===== src/rtl/fetch_pkg.sv =====
// Shared definitions for the instruction fetch unit: FSM states and reset/step constants.
package fetch_pkg;

  typedef enum logic [1:0] {
    IDLE = 2'd0,
    REQ  = 2'd1,
    HOLD = 2'd2,
    DROP = 2'd3
  } fetch_state_t;

  localparam int unsigned PC_STEP_DEFAULT = 1;
  localparam logic [31:0] RESET_PC        = 32'd0;

endpackage


===== src/rtl/fetch_buf.sv =====
// One-entry holding register for a fetched instruction, its PC and PC+step.
module fetch_buf
  import fetch_pkg::*;
(
  input  logic        clk,
  input  logic        rst,
  input  logic        load,
  input  logic        flush,
  input  logic [31:0] in_instr,
  input  logic [31:0] in_pc,
  input  logic [31:0] in_pc_plus,
  output logic        valid,
  output logic [31:0] instr,
  output logic [31:0] pc,
  output logic [31:0] pc_plus
);

  always_ff @(posedge clk) begin
    if (rst) begin
      valid   <= 1'b0;
      instr   <= '0;
      pc      <= RESET_PC;
      pc_plus <= '0;
    end else if (load) begin
      valid   <= 1'b1;
      instr   <= in_instr;
      pc      <= in_pc;
      pc_plus <= in_pc_plus;
    end else if (flush) begin
      valid   <= 1'b0;
    end
  end

endmodule


===== src/rtl/fetch_unit.sv =====
// Instruction fetch FSM: one outstanding memory request, one-entry decode buffer,
// redirect handling with stale-response dropping.
module fetch_unit
  import fetch_pkg::*;
#(
  parameter int unsigned PC_STEP = PC_STEP_DEFAULT,
  parameter int unsigned IMEM_AW = 12
) (
  input  logic               clk,
  input  logic               rst,
  input  logic [31:0]        pc_cur,
  output logic [31:0]        pc_next,
  output logic               imem_req,
  output logic [IMEM_AW-1:0] imem_addr,
  input  logic               imem_ack,
  input  logic [31:0]        imem_rdata,
  input  logic               redirect_valid,
  input  logic [31:0]        redirect_target,
  output logic               if_valid,
  input  logic               if_ready,
  output logic [31:0]        if_instr,
  output logic [31:0]        if_pc,
  output logic [31:0]        if_pc_plus,
  output logic [31:0]        if_count
);

  fetch_state_t state, state_next;
  logic [31:0]  req_pc;
  logic [31:0]  req_pc_plus;
  logic [31:0]  pc_next_c;
  logic         enter_req;
  logic         buf_load;
  logic         buf_flush;
  logic         count_inc;
  logic         buf_valid;

  assign req_pc_plus = req_pc + 32'(PC_STEP);

  always_ff @(posedge clk) begin
    if (rst) begin
      state    <= IDLE;
      req_pc   <= RESET_PC;
      if_count <= '0;
    end else begin
      state <= state_next;
      if (enter_req)
        req_pc <= redirect_valid ? redirect_target : pc_cur;
      if (count_inc)
        if_count <= if_count + 32'd1;
    end
  end

  always_comb begin
    state_next = state;
    enter_req  = 1'b0;
    buf_load   = 1'b0;
    buf_flush  = 1'b0;
    count_inc  = 1'b0;
    pc_next_c  = redirect_valid ? redirect_target : pc_cur;
    case (state)
      IDLE: begin
        state_next = REQ;
        enter_req  = 1'b1;
      end
      REQ: begin
        if (redirect_valid) begin
          // ack with redirect re-issues at the target; without ack the old request must drain
          if (imem_ack) enter_req = 1'b1;
          else          state_next = DROP;
        end else if (imem_ack) begin
          state_next = HOLD;
          buf_load   = 1'b1;
          pc_next_c  = req_pc_plus;
        end
      end
      DROP: begin
        if (imem_ack) begin
          state_next = REQ;
          enter_req  = 1'b1;
        end
      end
      HOLD: begin
        if (redirect_valid || if_ready) begin
          state_next = REQ;
          enter_req  = 1'b1;
          buf_flush  = 1'b1;
          count_inc  = !redirect_valid;
        end
      end
      default: state_next = IDLE;
    endcase
  end

  // Combinational outputs are forced quiet while rst is high, even on the first reset cycle.
  assign pc_next   = rst ? RESET_PC : pc_next_c;
  assign imem_req  = !rst && (state == REQ || state == DROP);
  assign imem_addr = req_pc[IMEM_AW-1:0];
  assign if_valid  = buf_valid && !rst;

  fetch_buf u_buf (
    .clk        (clk),
    .rst        (rst),
    .load       (buf_load),
    .flush      (buf_flush),
    .in_instr   (imem_rdata),
    .in_pc      (req_pc),
    .in_pc_plus (req_pc_plus),
    .valid      (buf_valid),
    .instr      (if_instr),
    .pc         (if_pc),
    .pc_plus    (if_pc_plus)
  );

endmodule


===== config.mk =====
export PLATFORM = sky130hd
export DESIGN_NAME = fetch_unit
export DESIGN_NICKNAME = d
export VERILOG_FILES = /design/src/rtl/fetch_pkg.sv /design/src/rtl/fetch_buf.sv /design/src/rtl/fetch_unit.sv
export SDC_FILE = /design/constraint.sdc
export NUM_CORES = 1
export LEC_CHECK = 0
export ABC_CLOCK_PERIOD_IN_PS = 3400
export BUFFER_PORTS_ARGS = -buffer_cell sky130_fd_sc_hd__buf_4
export CAP_MARGIN = 20
export CORE_MARGIN = 2
export CORE_UTILIZATION = 53
export DETAILED_ROUTE_END_ITERATION = 8
export GPL_TIMING_DRIVEN = 0
export PLACE_DENSITY = 0.89
export SYNTH_ARGS = -nofsm -noshare
export SYNTH_HDL_FRONTEND = slang
export SYNTH_SLANG_ARGS = --single-unit

===== constraint.sdc =====
create_clock -name clk -period 3.4 [get_ports clk]
set_input_delay 0.85 -clock clk [delete_from_list [all_inputs] [get_ports clk]]
set_output_delay 0.85 -clock clk [all_outputs]
set_load 0.005 [all_outputs]

==> flow_metrics.env, run 1 <==
export IMPL_run_status="finished, final reports clean"
export IMPL_ir_drop_v=0.000355
export IMPL_hpwl_mm=17.6
export IMPL_maxCapViolCount=0
export IMPL_crit_path_end_kind="output pin"
export IMPL_clkTransAtPathRegs_ps=60
export IMPL_slowest_stage="dfxtp_1"
export IMPL_antenna_left=0
export IMPL_ys_seq_elements=163
export IMPL_yosysWarnings=0
export IMPL_fin_crit_sh_pct=98.7
export IMPL_crit_buf_inv=2
export IMPL_stdcell_count=1387
export IMPL_crit_type="flop to output pin"
export IMPL_holdCritPathClass="flop to flop"
export IMPL_fin_crit_ps=3350
export IMPL_cts_tree="yes"
export IMPL_arrival_ps=2500
export IMPL_numCtsBuffers=17
export IMPL_finalNetCount=1301
export IMPL_ys_top_cells_by_area="dfxtp_1 (44%), nand2_1 (8.1%), a21oi_1 (5.8%)"
export IMPL_rows=43
export IMPL_synth_yosys_seq_area_share_pct=44.3
export IMPL_cpPeakStageDelay_ps=480
export IMPL_clock_latency_ps=430
export IMPL_synth_nets=1010
export IMPL_tightestPinTransition_ps=656
export IMPL_grt_pass1_vias=7176
export IMPL_io_buffers=274
export IMPL_clk_path_buf_depth=2
export IMPL_grt_pass1_wl_mm=35.8
export IMPL_post_place_ws_ps=-161
export IMPL_antenna_found_initial=0
export IMPL_drt_iter0_drc=749
export IMPL_grt_use_total_pct=30.9
export IMPL_root_buffer="clkbuf_16"
export IMPL_fin_area_sq_um=10300
export IMPL_vias=7840
export IMPL_avgSynthCellArea_sq_um=8.12
export IMPL_synth_top_area_share_pct=44.3
export IMPL_drtPass1Iterations=8
export IMPL_synth_flop_cell="dfxtp_1"
export IMPL_critPathRequiredTime_ps=2550
export IMPL_start_kind="flop"
export IMPL_route_detailed_drc=0
export IMPL_antenna_cells=0
export IMPL_leakagePower_nw=4.39
export IMPL_dieArea_sq_um=14900
export IMPL_cp_top_family="simple AND/OR/NAND/NOR gates"
export IMPL_yosysTopAreaCell="dfxtp_1"
export IMPL_path_max_fanout=10
export IMPL_synth_area_sq_um=7360
export IMPL_synth_distinct_cells=47
export IMPL_fillerInstances=1033
export IMPL_ioPinCount=275
export IMPL_async_flop_share_pct=0
export IMPL_fp_dieH_microns=122
export IMPL_htree_levels=4
export IMPL_skew_ps=7.93
export IMPL_core_region_area_sq_um=13700
export IMPL_grt_ovfl_total=0
export IMPL_rsz0062_at_grt="true"
export IMPL_power_density_nw_per_um2=454
export IMPL_placed_cell_area_sq_um=9650
export IMPL_synth_edf_count=0
export IMPL_wl_mm=24.0
export IMPL_power_total_mw=4.69
export IMPL_setup_viol_count_final=0
export IMPL_layout_drive_gt1_share_pct=30.6
export IMPL_cp_cell_sequence="and4_2 -> nand4_4 -> buf_2 -> o31a_1 -> nor3_1 -> a211oi_1 -> buf_4"
export IMPL_dp_cells=1361
export IMPL_relSlewSlack_pct=56.3
export IMPL_max_freq_ghz=0.298
export IMPL_area_growth_pct=40.3
export IMPL_setup_slack_ps=45.1
export IMPL_grt_max_degree=17
export IMPL_final_hold_viol_count=0
export IMPL_start_util_pct=53.7
export IMPL_syn_inst=907
export IMPL_gp_congestion=0.891
export IMPL_drv_slew=0
export IMPL_die_w_microns=122
export IMPL_cts_sinks=163
export IMPL_wire_per_inst_microns=17.3
export IMPL_viasPerCell=5.65
[path summary, 6_finish.rpt]
path / from / end / slack [ps] / cells past startpoint
min: u_buf.instr[21] / u_buf.instr[21] / 450 / 2
min reg2reg: u_buf.instr[21] / u_buf.instr[21] / 450 / 2
max reg2reg: if_count[9] / if_count[31] / 1300 / 6
max: req_pc[11] / pc_next[30] / 50 / 7
[per-layer routing]
metal	up-vias	global-route usage (%)	wire (microns)
met5	-	0	0
met2	403	51.9	11500
met3	81	7.54	2170
li1	3743	-	-
met1	3613	36.9	9320
met4	0	15.2	957
[cells in the mapped netlist, types with 5 or more instances]
master,count
and3_1,8
nor2b_1,7
nor4_1,17
nand3_1,17
and2_1,5
dfxtp_1,163
nor2_1,107
o21ai_0,16
nand2_1,159
buf_2,7
a211oi_1,54
xnor2_1,15
nor3_1,45
a21oi_1,86
buf_1,8
clkbuf_1,50
xor2_1,18
nand4_1,18
buf_4,13
mux2i_1,33
o31a_1,14
and4_1,8
[area by class of cell]
class | count | area [sq um] | share of cell area [%]
Multi-Input combinational cell | 659 | 3770 | 36.5
Sequential cell | 163 | 3270 | 31.7
Timing Repair Buffer | 276 | 2070 | 20.1
Clock buffer | 24 | 502 | 4.86
Buffer | 77 | 375 | 3.63
Tap cell | 180 | 225 | 2.18
Clock inverter | 4 | 97.6 | 0.945
Inverter | 4 | 15.0 | 0.145
[worst min-delay path: stages, from the launching register on]
cell,delay [ps]
dfxtp_1,310
nand2_1,50
a21oi_1,50
[state kept, by name (all words and copies together) (netlist names)]
name / count
req_pc: 32
state: 2
u_buf.instr: 32
u_buf.valid: 1
if_count: 32
u_buf.pc: 32
u_buf.pc_plus: 32
[metrics by stage]
step	utilization [%]	hold slack, ps	setup TNS [ps]
after floorplan	-	449	0
after global placement	70.3	443	-1410
after detailed placement	70.3	447	-1790
after CTS	74.8	455	0
after global routing	75.3	471	-136
final	75.3	454	0
[cells in the final DEF, fill, tap and decap left out, types with 5 or more instances in the layout]
cell       synthesis  final
a21oi_1           86     86
mux2i_1           33     33
xnor2_1           15     15
o31a_1            14     14
dfxtp_2            0      9
nor3_1            45     41
clkbuf_1          50     45
dfxtp_1          163    154
nor2_1           107    107
nand4_1           18     18
clkbuf_2           1      6
buf_2              7      9
nor4_1            17     13
nand3_1           17     16
nand2_1          159    159
nor2b_1            7      7
o21ai_0           16     16
and4_1             8      7
a211oi_1          54     53
buf_4             13    289
clkbuf_8           0      5
clkbuf_16          0     17
and3_1             8      8
xor2_1            18     18
nor4_2             1      5
[repair_timing]
action                     4_1_cts  5_1_grt
pin swaps                        1        1
hold buffers                     0        0
buffers inserted                 1        1
gates resized for setup         10       22
setup endpoints to repair       28       25
[report_power, final]
part | switching [mW] | internal, mW
Sequential | 0.0949 | 1.99
Clock | 0.739 | 1.24
Combinational | 0.313 | 0.316
Total | 1.15 | 3.55
[cells by family after synthesis]
family                     Yosys count  synth area share [%]
AOI/OAI and AO/OA                  177                  14.8
xor gates and xnor gates            33                  3.92
adders and majority gates            2                 0.340
buffers and inverters               85                  5.33
DFF                                163                  44.3
muxes                               36                  4.94
and+or+nand+nor                    411                  26.3
No activity file was read; power rests on OpenSTA's default activity.
==> run 2: changes to the inputs <==
--- a/config.mk
+++ b/config.mk
@@ -12,6 +12,7 @@
 export CORE_UTILIZATION = 53
 export DETAILED_ROUTE_END_ITERATION = 8
 export GPL_TIMING_DRIVEN = 0
+export MAX_ROUTING_LAYER = met4
 export PLACE_DENSITY = 0.89
 export SYNTH_ARGS = -nofsm -noshare
 export SYNTH_HDL_FRONTEND = slang
==> flow_metrics.env, run 2 (same netlist as run 1, synthesis figures left out) <==
export IMPL_rsz0062_at_grt="true"
export IMPL_skew_ps=8.54
export IMPL_start_util_pct=53.7
export IMPL_vias=7814
export IMPL_dp_cells=1361
export IMPL_numCtsBuffers=17
export IMPL_antenna_found_initial=0
export IMPL_crit_path_end_kind="output pin"
export IMPL_finalNetCount=1301
export IMPL_clkTransAtPathRegs_ps=60
export IMPL_fin_crit_sh_pct=98.7
export IMPL_whs_ps=454
export IMPL_power_density_nw_per_um2=454
export IMPL_drv_slew=0
export IMPL_rows=43
export IMPL_post_place_ws_ps=-161
export IMPL_hpwl_mm=17.6
export IMPL_fin_crit_ps=3350
export IMPL_grt_pass1_vias=7194
export IMPL_htree_levels=4
export IMPL_final_hold_viol_count=0
export IMPL_fp_dieH_microns=122
export IMPL_antenna_cells=0
export IMPL_ir_drop_v=0.000353
export IMPL_power_total_mw=4.69
export IMPL_rr_worst_depth=6
export IMPL_setup_viol_count_final=0
export IMPL_dieArea_sq_um=14900
export IMPL_max_freq_ghz=0.298
export IMPL_route_detailed_drc=0
export IMPL_gp_congestion=0.906
export IMPL_fillerInstances=1033
export IMPL_ctsHoldBuffers=0
export IMPL_cts_tree="yes"
export IMPL_tns_ps=0
export IMPL_drt_iter0_drc=647
export IMPL_stdcell_count=1387
export IMPL_ioPinCount=275
export IMPL_wire_per_inst_microns=17.2
export IMPL_antenna_left=0
export IMPL_r2r_start="if_count[9]"
export IMPL_seqCellArea_sq_um=3270
export IMPL_clk_path_buf_depth=2
export IMPL_drtPass1Iterations=8
export IMPL_setup_slack_ps=45.5
export IMPL_grt_ovfl_total=0
export IMPL_maxCapViolCount=0
export IMPL_critPathRequiredTime_ps=2550
export IMPL_run_status="finished, final reports clean"
export IMPL_path_max_fanout=10
export IMPL_root_buffer="clkbuf_16"
export IMPL_rr_endpoint="if_count[31]"
export IMPL_area_growth_pct=40.3
export IMPL_clock_latency_ps=430
export IMPL_grt_pass1_wl_mm=35.8
export IMPL_die_w_microns=122
export IMPL_tightestPinTransition_ps=661
export IMPL_leakagePower_nw=4.39
export IMPL_viasPerCell=5.63
export IMPL_io_buffers=274
export IMPL_start_kind="flop"
export IMPL_relSlewSlack_pct=55.9
export IMPL_crit_type="flop to output pin"
export IMPL_setup_worst_path_start="req_pc[11]"
export IMPL_grt_max_degree=17
export IMPL_grt_use_total_pct=31.8
export IMPL_wl_mm=23.9
export IMPL_reg2reg_slack_ps=1310
export IMPL_multi_input_area_sq_um=3770
export IMPL_most_common_layout_cells="buf_4 (289), nand2_1 (159), dfxtp_1 (154)"
export IMPL_arrival_ps=2500
export IMPL_holdCritPathClass="flop to flop"
export IMPL_layout_commonest_cell="buf_4"
export IMPL_core_region_area_sq_um=13700
export IMPL_layout_drive_gt1_share_pct=30.6
export IMPL_crit_path_end="pc_next[30]"
export IMPL_cts_sinks=163
run 2: cell types whose count changed in the layout (fill, tap and decap cells not counted):
cell,change
nor4_1,-1
nor4_2,+1
nor3_2,-1
nor3_1,+1
run 2: area by class of cell:
cell class              instances  area share (%)
multi-input cells             659            36.5
inverters                       4           0.145
repair buffers                276            20.1
flip-flops and latches        163            31.7
plain buffers                  77            3.63
well taps                     180            2.18
clock inverters                 4           0.945
clock buffers                  24            4.86
run 2: worst min-delay path by stage:
stage	cells past startpoint	slack, ps	startpoint	end
after floorplan	2	450	u_buf.valid	u_buf.valid
after global placement	2	440	u_buf.instr[26]	u_buf.instr[26]
after detailed placement	2	450	u_buf.pc[20]	u_buf.pc[20]
after CTS	2	450	u_buf.pc[1]	u_buf.pc[1]
after global routing	2	470	u_buf.instr[27]	u_buf.instr[27]
final	2	450	u_buf.instr[21]	u_buf.instr[21]
run 2: stage by stage:
step | cell area [sq um] | utilization (%)
floorplan | 7360 | -
global placement | 9650 | 70.3
detailed placement | 9650 | 70.3
CTS | 10300 | 74.8
global route | 10300 | 75.3
finish | 10300 | 75.3
run 2: critical path, cell delays in order, from the launching register on:
cell	delay [ps]
dfxtp_1	490
and4_2	350
nand4_4	140
buf_2	230
o31a_1	290
nor3_1	300
a211oi_1	100
buf_4	180
run 2: report_power, final:
part | switching, mW | internal, mW | total (mW)
Clock | 0.738 | 1.24 | 1.98
Sequential | 0.0943 | 1.99 | 2.09
Combinational | 0.314 | 0.316 | 0.630
run 2: repair_timing:
action / 4_1_cts / 5_1_grt
resized for setup: 10 / 22
endpoints found under the setup margin: 28 / 25
setup buffers: 1 / 1
pin swaps: 1 / 1
hold endpoints to repair: 0 / 0
run 2: layer usage:
metal | GRT usage, % | routed length (microns) | vias to the layer above
met3 | 7.12 | 2180 | 63
li1 | - | - | 3747
met1 | 37.1 | 9330 | 3580
met2 | 52.0 | 11500 | 424
met4 | 15.2 | 835 | 0
met5 | - | 0 | -
